`config.mk`:
```
export PLATFORM = sky130hd
export DESIGN_NAME = leaf_skid_stage
export DESIGN_NICKNAME = d
export VERILOG_FILES = /design/src/rtl/leaf_stage_pkg.sv /design/src/rtl/leaf_skid_stage.sv
export SDC_FILE = /design/constraint.sdc
export NUM_CORES = 1
export LEC_CHECK = 0
export CORE_ASPECT_RATIO = 0.6
export CORE_MARGIN = 5
export CORE_UTILIZATION = 45
export DETAILED_ROUTE_END_ITERATION = 6
export HOLD_SLACK_MARGIN = 0.12
export MAX_ROUTING_LAYER = met4
export PLACE_DENSITY = 0.79
export SYNTH_ARGS = -nofsm -noshare
export SYNTH_HDL_FRONTEND = slang
export SYNTH_SLANG_ARGS = --single-unit
```
`constraint.sdc`:
```
create_clock -name clk -period 4.6 [get_ports clk]
set_input_delay 0.69 -clock clk [delete_from_list [all_inputs] [get_ports clk]]
set_output_delay 0.69 -clock clk [all_outputs]
set_load 0.05 [all_outputs]
```
`src/rtl/leaf_stage_pkg.sv`:
```
// Shared types and default widths for the leaf valid/ready skid stage.
package leaf_stage_pkg;

    typedef enum logic [1:0] {
        EMPTY = 2'd0,
        ONE   = 2'd1,
        FULL  = 2'd2
    } state_e;

    localparam int unsigned DATA_W_DEFAULT = 32;
    localparam int unsigned CNT_W_DEFAULT  = 16;

endpackage

```
`src/rtl/leaf_skid_stage.sv`:
```
// Registered valid/ready stage with a one-entry skid buffer.
// Optional output-transfer counter enabled by defining LEAF_SKID_STAGE_CNT_EN.
module leaf_skid_stage
    import leaf_stage_pkg::*;
#(
    parameter int unsigned DATA_W = DATA_W_DEFAULT,
    parameter int unsigned CNT_W  = CNT_W_DEFAULT
) (
    input  logic              clk,
    input  logic              rst_n,
    input  logic              in_valid,
    output logic              in_ready,
    input  logic [DATA_W-1:0] in_data,
    output logic              out_valid,
    input  logic              out_ready,
    output logic [DATA_W-1:0] out_data,
    output logic [CNT_W-1:0]  xfer_count
);

    state_e            state_q, state_d;
    logic              in_ready_q;
    logic [DATA_W-1:0] main_q, skid_q;
    logic              in_hs, out_hs;
    logic              load_main, main_from_skid, load_skid;

    assign in_hs  = in_valid && in_ready_q;
    assign out_hs = (state_q != EMPTY) && out_ready;

    always_comb begin
        state_d        = state_q;
        load_main      = 1'b0;
        main_from_skid = 1'b0;
        load_skid      = 1'b0;
        case (state_q)
            EMPTY: begin
                if (in_hs) begin
                    load_main = 1'b1;
                    state_d   = ONE;
                end
            end
            ONE: begin
                if (in_hs && out_hs) begin
                    load_main = 1'b1;
                end else if (in_hs) begin
                    load_skid = 1'b1;
                    state_d   = FULL;
                end else if (out_hs) begin
                    state_d = EMPTY;
                end
            end
            FULL: begin
                // in_ready is low here, so only the drain of the skid entry matters
                if (out_hs) begin
                    main_from_skid = 1'b1;
                    state_d        = ONE;
                end
            end
            default: state_d = EMPTY;
        endcase
    end

    always_ff @(posedge clk or negedge rst_n) begin
        if (!rst_n) begin
            state_q    <= EMPTY;
            in_ready_q <= 1'b1;
        end else begin
            state_q    <= state_d;
            in_ready_q <= (state_d != FULL);
        end
    end

    // Payload registers carry no reset; validity lives entirely in state_q.
    always_ff @(posedge clk) begin
        if (load_main) begin
            main_q <= in_data;
        end else if (main_from_skid) begin
            main_q <= skid_q;
        end
        if (load_skid) begin
            skid_q <= in_data;
        end
    end

    assign in_ready  = in_ready_q;
    assign out_valid = (state_q != EMPTY);
    assign out_data  = main_q;

`ifdef LEAF_SKID_STAGE_CNT_EN
    logic [CNT_W-1:0] cnt_q;

    always_ff @(posedge clk or negedge rst_n) begin
        if (!rst_n) begin
            cnt_q <= '0;
        end else if (out_hs) begin
            cnt_q <= cnt_q + CNT_W'(1);
        end
    end

    assign xfer_count = cnt_q;
`else
    assign xfer_count = '0;
`endif

endmodule

```
== Yosys cells after proc, flatten, opt, wreduce, memory -nomap -nowiden ==
Index checks and enable logic that the tools add are counted.

* Register bits after elaboration: 67
* Input bits: 36
* Output and inout bits: 50
* Word-level logic and storage cells: 28

* Equal/unequal tests: 3
* Muxes and demuxes: 15
* Reductions and logical operators: 6

{| class="wikitable"
|+ Operator list
! operator !! count
|-
| $mux 32 || 2
|-
| $mux 2 || 5
|-
| $mux 1 || 6
|-
| $pmux 2 s3 || 1
|-
| $reduce_bool 2->1 || 2
|-
| $logic_and 1x1->1 || 3
|-
| $eq 2x1->1 const B || 1
|-
| $eq 2x2->1 const B || 1
|-
| $logic_not 2->1 || 1
|-
| $ne 2x2->1 const B || 1
|-
| $pmux 1 s2 || 1
|}

== Logic depth before layout (Yosys ltp) ==
* Word-level depth: 7
* Mapped depth: 4

== Worst setup path before layout ==
OpenSTA, ideal clock, no wires.

* Path type: reg2reg
* Start: register in_ready_q, in the netlist in_ready
* End: register skid_q[0] (enable)
* Arrival time: 3387 ps
* Required time: 4128 ps
* Setup slack: 741 ps
* Cell stages (with the launch flop): 3
* Buffers on the path: 0
* Cells stage by stage: dfstp_2 > nand2_1 > nor3b_1

* Longest elaborated chain between the ends: 4

{| class="wikitable"
|+ RTL lines
! item !! line !! source
|-
| start: declaration || leaf_skid_stage.sv:21 || <nowiki>logic in_ready_q;</nowiki>
|-
| start signal: assignment || leaf_skid_stage.sv:68 || <nowiki>in_ready_q <= (state_d != FULL);</nowiki>
|-
| $logic_and 1x1->1 * || leaf_skid_stage.sv:26 || <nowiki>assign in_hs = in_valid && in_ready_q;</nowiki>
|-
| $mux 1 / $logic_and 1x1->1 (equally long branches) || leaf_skid_stage.sv:44, leaf_skid_stage.sv:42 ||
|-
| $mux 1 * || leaf_skid_stage.sv:42 || <nowiki>if (in_hs && out_hs) begin</nowiki>
|-
| $mux 1 * || leaf_skid_stage.sv:34 || <nowiki>case (state_q)</nowiki>
|-
| via load_skid || leaf_skid_stage.sv:24 || <nowiki>logic load_main, main_from_skid, load_skid;</nowiki>
|-
| end signal: assignment || leaf_skid_stage.sv:80 || <nowiki>skid_q <= in_data;</nowiki>
|-
| end: declaration || leaf_skid_stage.sv:22 || <nowiki>logic [DATA_W-1:0] main_q, skid_q;</nowiki>
|}

Mark *: on every way through the listed nets, which the timed path passes. The rest lies on a longest branch.
A chain may end at the register's enable or synchronous reset.

== Worst setup path in the final report ==
* Start: input in_valid
* End: register main_q[27], in the netlist out_data[27], data pin

* Longest elaborated chain between the ends: 5

{| class="wikitable"
|+ RTL lines
! item !! line !! source
|-
| start: declaration || leaf_skid_stage.sv:11 || <nowiki>input logic in_valid,</nowiki>
|-
| $logic_and 1x1->1 * || leaf_skid_stage.sv:26 ||
|-
| $logic_and 1x1->1 || leaf_skid_stage.sv:42 ||
|-
| $mux 1 || leaf_skid_stage.sv:42 ||
|-
| $pmux 1 s2 * || leaf_skid_stage.sv:34 ||
|-
| $mux 32 * || leaf_skid_stage.sv:74 || <nowiki>if (load_main) begin</nowiki>
|-
| end signal: assignment || leaf_skid_stage.sv:75 || <nowiki>main_q <= in_data;</nowiki>
|-
| end signal: assignment || leaf_skid_stage.sv:77 || <nowiki>main_q <= skid_q;</nowiki>
|-
| end: declaration || leaf_skid_stage.sv:22 ||
|}

Mark *: on every way between the ends. The rest lies on a longest branch, timed or not.

==> results.py <==
metrics = {
    "setup_path": {
        "critPathCapture": "out_data[27]$_DFFE_PP_",
        "critPathLaunchType": "input pin",
        "cp_data_arrival_time_ps": 2750,
        "r2r-end": "out_data[27]$_DFFE_PP_",
        "setup.worst_path.start": "in_valid",
        "rrSetupSlack_ps": 2210,
        "reg2reg_depth": 4,
        "cp-end-kind": "register",
        "required_ps": 4680,
        "worstSetupPathType": "in2reg",
        "worstReg2RegStart": "in_ready$_DFF_PN1_",
        "cp_max_fo": 18,
    },
    "synthesis": {
        "synth_top_family_by_area": "multiplexers",
        "ys_warn_count": 0,
        "synth_compound_area_share_pct": 0.526,
        "synthMuxAreaShare_pct": 14.6,
        "synthAdderAreaFrac_pct": 0,
        "synthCells": 133,
        "synthesis.area_um2": 2620,
        "ys_seq_area_share_pct": 76.3,
        "post_synth.cell_area_avg_um2": 19.7,
        "synth.distinct_cells": 18,
        "ys_seq_elements": 67,
        "synth_xor_area_share_pct": 0,
        "synthSimpleGateAreaFrac_pct": 2.39,
    },
    "floorplan": {
        "ios": 86,
        "die_h_um": 69.1,
        "initial_core_util_pct": 46.8,
        "num_rows": 21,
        "dieArea_um2": 7490,
        "die-width_um": 108,
        "core_um2": 5600,
    },
    "timing": {
        "fin_worst_skew_ps": 6.21,
        "post-route-period-util_pct": 58.2,
        "fmax_ghz": 0.373,
        "tightest_slew_ps": 983,
        "slew_viol_final": 0,
        "relSlewSlack_pct": 34.3,
        "finalCriticalPeriod_ps": 2680,
        "rsz0062_at_grt": "no",
        "finalHoldViolations": 0,
        "setup_viol": 0,
        "fin_tns_setup_ps": 0,
    },
    "global_route": {
        "antenna_found_initial": 0,
        "gr-usage-all-layers_pct": 14.0,
        "grt_use_met2_pct": 20.1,
        "grt_pass1_wl_um": 7430,
        "grt_pass1_vias": 1443,
        "grt_busiest_layer": "met2",
        "grtUsageMet3_pct": 5.78,
        "grt_util_met1_pct": 18.0,
        "globalRoute.totalOverflow": 0,
        "grt_max_degree": 35,
    },
    "finish": {
        "nets": 247,
        "antenna_cells": 0,
        "area_growth_pct": 33.7,
        "layout.cells.non_filler": 296,
        "drive_gt1_share_pct": 25.9,
    },
    "place": {
        "port_buffers": 69,
        "dp_hpwl_um": 3220,
        "place.gp.congestion": 0.741,
        "place_inst": 280,
    },
    "clock_tree": {
        "numClockSinks": 67,
        "clkLatencyLatePin_ps": 330,
        "cts_resized": 0,
        "cts_root_buf": "clkbuf_8",
        "cts-hold-fix-buffers": 0,
        "cts_buffers": 9,
        "htreeDepth": 3,
        "cts_tree": "yes",
        "clk_path_buf_depth": 2,
        "path_clk_slew_ps": 60,
        "post-cts-setup-buffers": 0,
    },
    "pwr": {
        "intPower_mw": 1.25,
        "p_clk_share_pct": 20.4,
        "p_comb_share_pct": 35.3,
        "p_per_area_nw_per_um2": 553,
        "p_sw_share_pct": 35.5,
        "p_seq_share_pct": 44.3,
        "p_switching_uw": 688,
        "vdd_drop_max_mv": 0.252,
        "leakage_nw": 1.22,
    },
    "route": {
        "ant_nets": 0,
        "wirelength_um": 4760,
        "vias": 1331,
        "viasPerCell": 4.50,
        "wl_per_cell_um": 16.1,
        "drt_iter0_drc": 61,
        "drc": 0,
        "dr.pass1.iters": 4,
    },
    "run": {
        "drv_cap": 0,
    },
    "run_status": {
        "outcome": "complete, no violations",
    },
    "worst_hold_path": {
        "min_path_type": "reg2reg",
    },
}
[synthesized netlist by cell type]
master	instances	share of area, %
edfxtp_1	64	73
mux2_2	33	14
buf_4	16	4.6
buf_6	3	1.3
dfrtp_1	2	1.9
nor2_1	2	0.29
or2_2	2	0.48
conb_1	1	0.14
dfstp_2	1	1.0
inv_1	1	0.14
mux2i_1	1	0.38
nand2_1	1	0.14
nand2b_1	1	0.24
nor2b_2	1	0.33
nor3_4	1	0.62
nor3b_1	1	0.29
o21bai_1	1	0.29
o22ai_1	1	0.24
[critical path, cell delays in order]
cell and delay (ps):
clkdlybuf4s50_1 450, nand2_1 140, nor3_4 720, buf_4 370, mux2_2 370
[power groups by stage]
stage / sequential, mW / combinational (mW) / clock [mW]
detailed placement: 0.872 / 0.690 / 0
global placement: 0.871 / 0.680 / 0
finish: 0.859 / 0.683 / 0.395
CTS: 0.861 / 0.692 / 0.410
global route: 0.872 / 0.713 / 0.439
floorplan: 1.12 / 0.234 / 0
[layer usage]
metal  vias to the layer above  share of wire [%]
li1                        630                  -
met1                       643                 48
met2                        56                 45
met3                         2                7.0
met4                         0               0.40
met5                         -                  0
[final cells by class]
cell class	instances	area (um^2)
inverter	1	3.75
clock buffer	9	124
tap	80	100
clock inverter	7	35.0
fill	402	2100
timing repair buffer	71	706
sequential	67	2000
multi-input combinational	61	534
[metrics by stage]
stage,power (mW),hold slack (ps),setup WS (ps),utilization [%],instance area [um^2]
3_5_place_dp,1.56,478,1520,59.7,3340
4_1_cts,1.96,486,1880,62.6,3500
6_report,1.94,483,1920,62.6,3500
2_1_floorplan,1.36,394,741,-,2670
5_1_grt,2.02,531,1780,62.6,3500
3_3_place_gp,1.55,473,1600,59.7,3340
[state kept, by name, summed over array words and instances, names as in the netlist]
signal	count
skid_q	32
state_q	2
out_data	32
in_ready	1
[logic make-up (layout without fill, tap and decap cells)]
group	after synthesis	after routing
flops	67	67
mux	34	34
buf+inv	20	88
simple gates	9	9
compound gates	2	2
other cells	1	16
[worst min-delay path by stage]
stage                                       to  depth (start not counted)            startpoint
after detailed placement  state_q[0]$_DFF_PN0_                          1  state_q[0]$_DFF_PN0_
after CTS                 state_q[0]$_DFF_PN0_                          1  state_q[0]$_DFF_PN0_
final                     state_q[0]$_DFF_PN0_                          1  state_q[0]$_DFF_PN0_
after global placement    state_q[0]$_DFF_PN0_                          1  state_q[0]$_DFF_PN0_
after floorplan           state_q[0]$_DFF_PN0_                          0                 rst_n
after global routing      state_q[1]$_DFF_PN0_                          1                 rst_n
[cells in the final DEF (no fill, tap or decap)]
cell type | synthesis | layout
nor2b_2 | 1 | 1
dfrtp_1 | 2 | 2
nor3b_2 | 0 | 1
clkinvlp_4 | 0 | 1
nand2b_1 | 1 | 1
o22ai_1 | 1 | 1
nor2_1 | 2 | 2
clkdlybuf4s50_1 | 0 | 69
mux2i_1 | 1 | 1
dfstp_2 | 1 | 1
clkinv_1 | 0 | 2
conb_1 | 1 | 16
buf_4 | 16 | 2
nor3_4 | 1 | 1
inv_1 | 1 | 1
or2_2 | 2 | 2
nand2_1 | 1 | 1
o21bai_4 | 0 | 1
clkinv_2 | 0 | 4
edfxtp_1 | 64 | 64
clkbuf_8 | 0 | 9
mux2_2 | 33 | 33
Power figures use the tool's default switching activity.
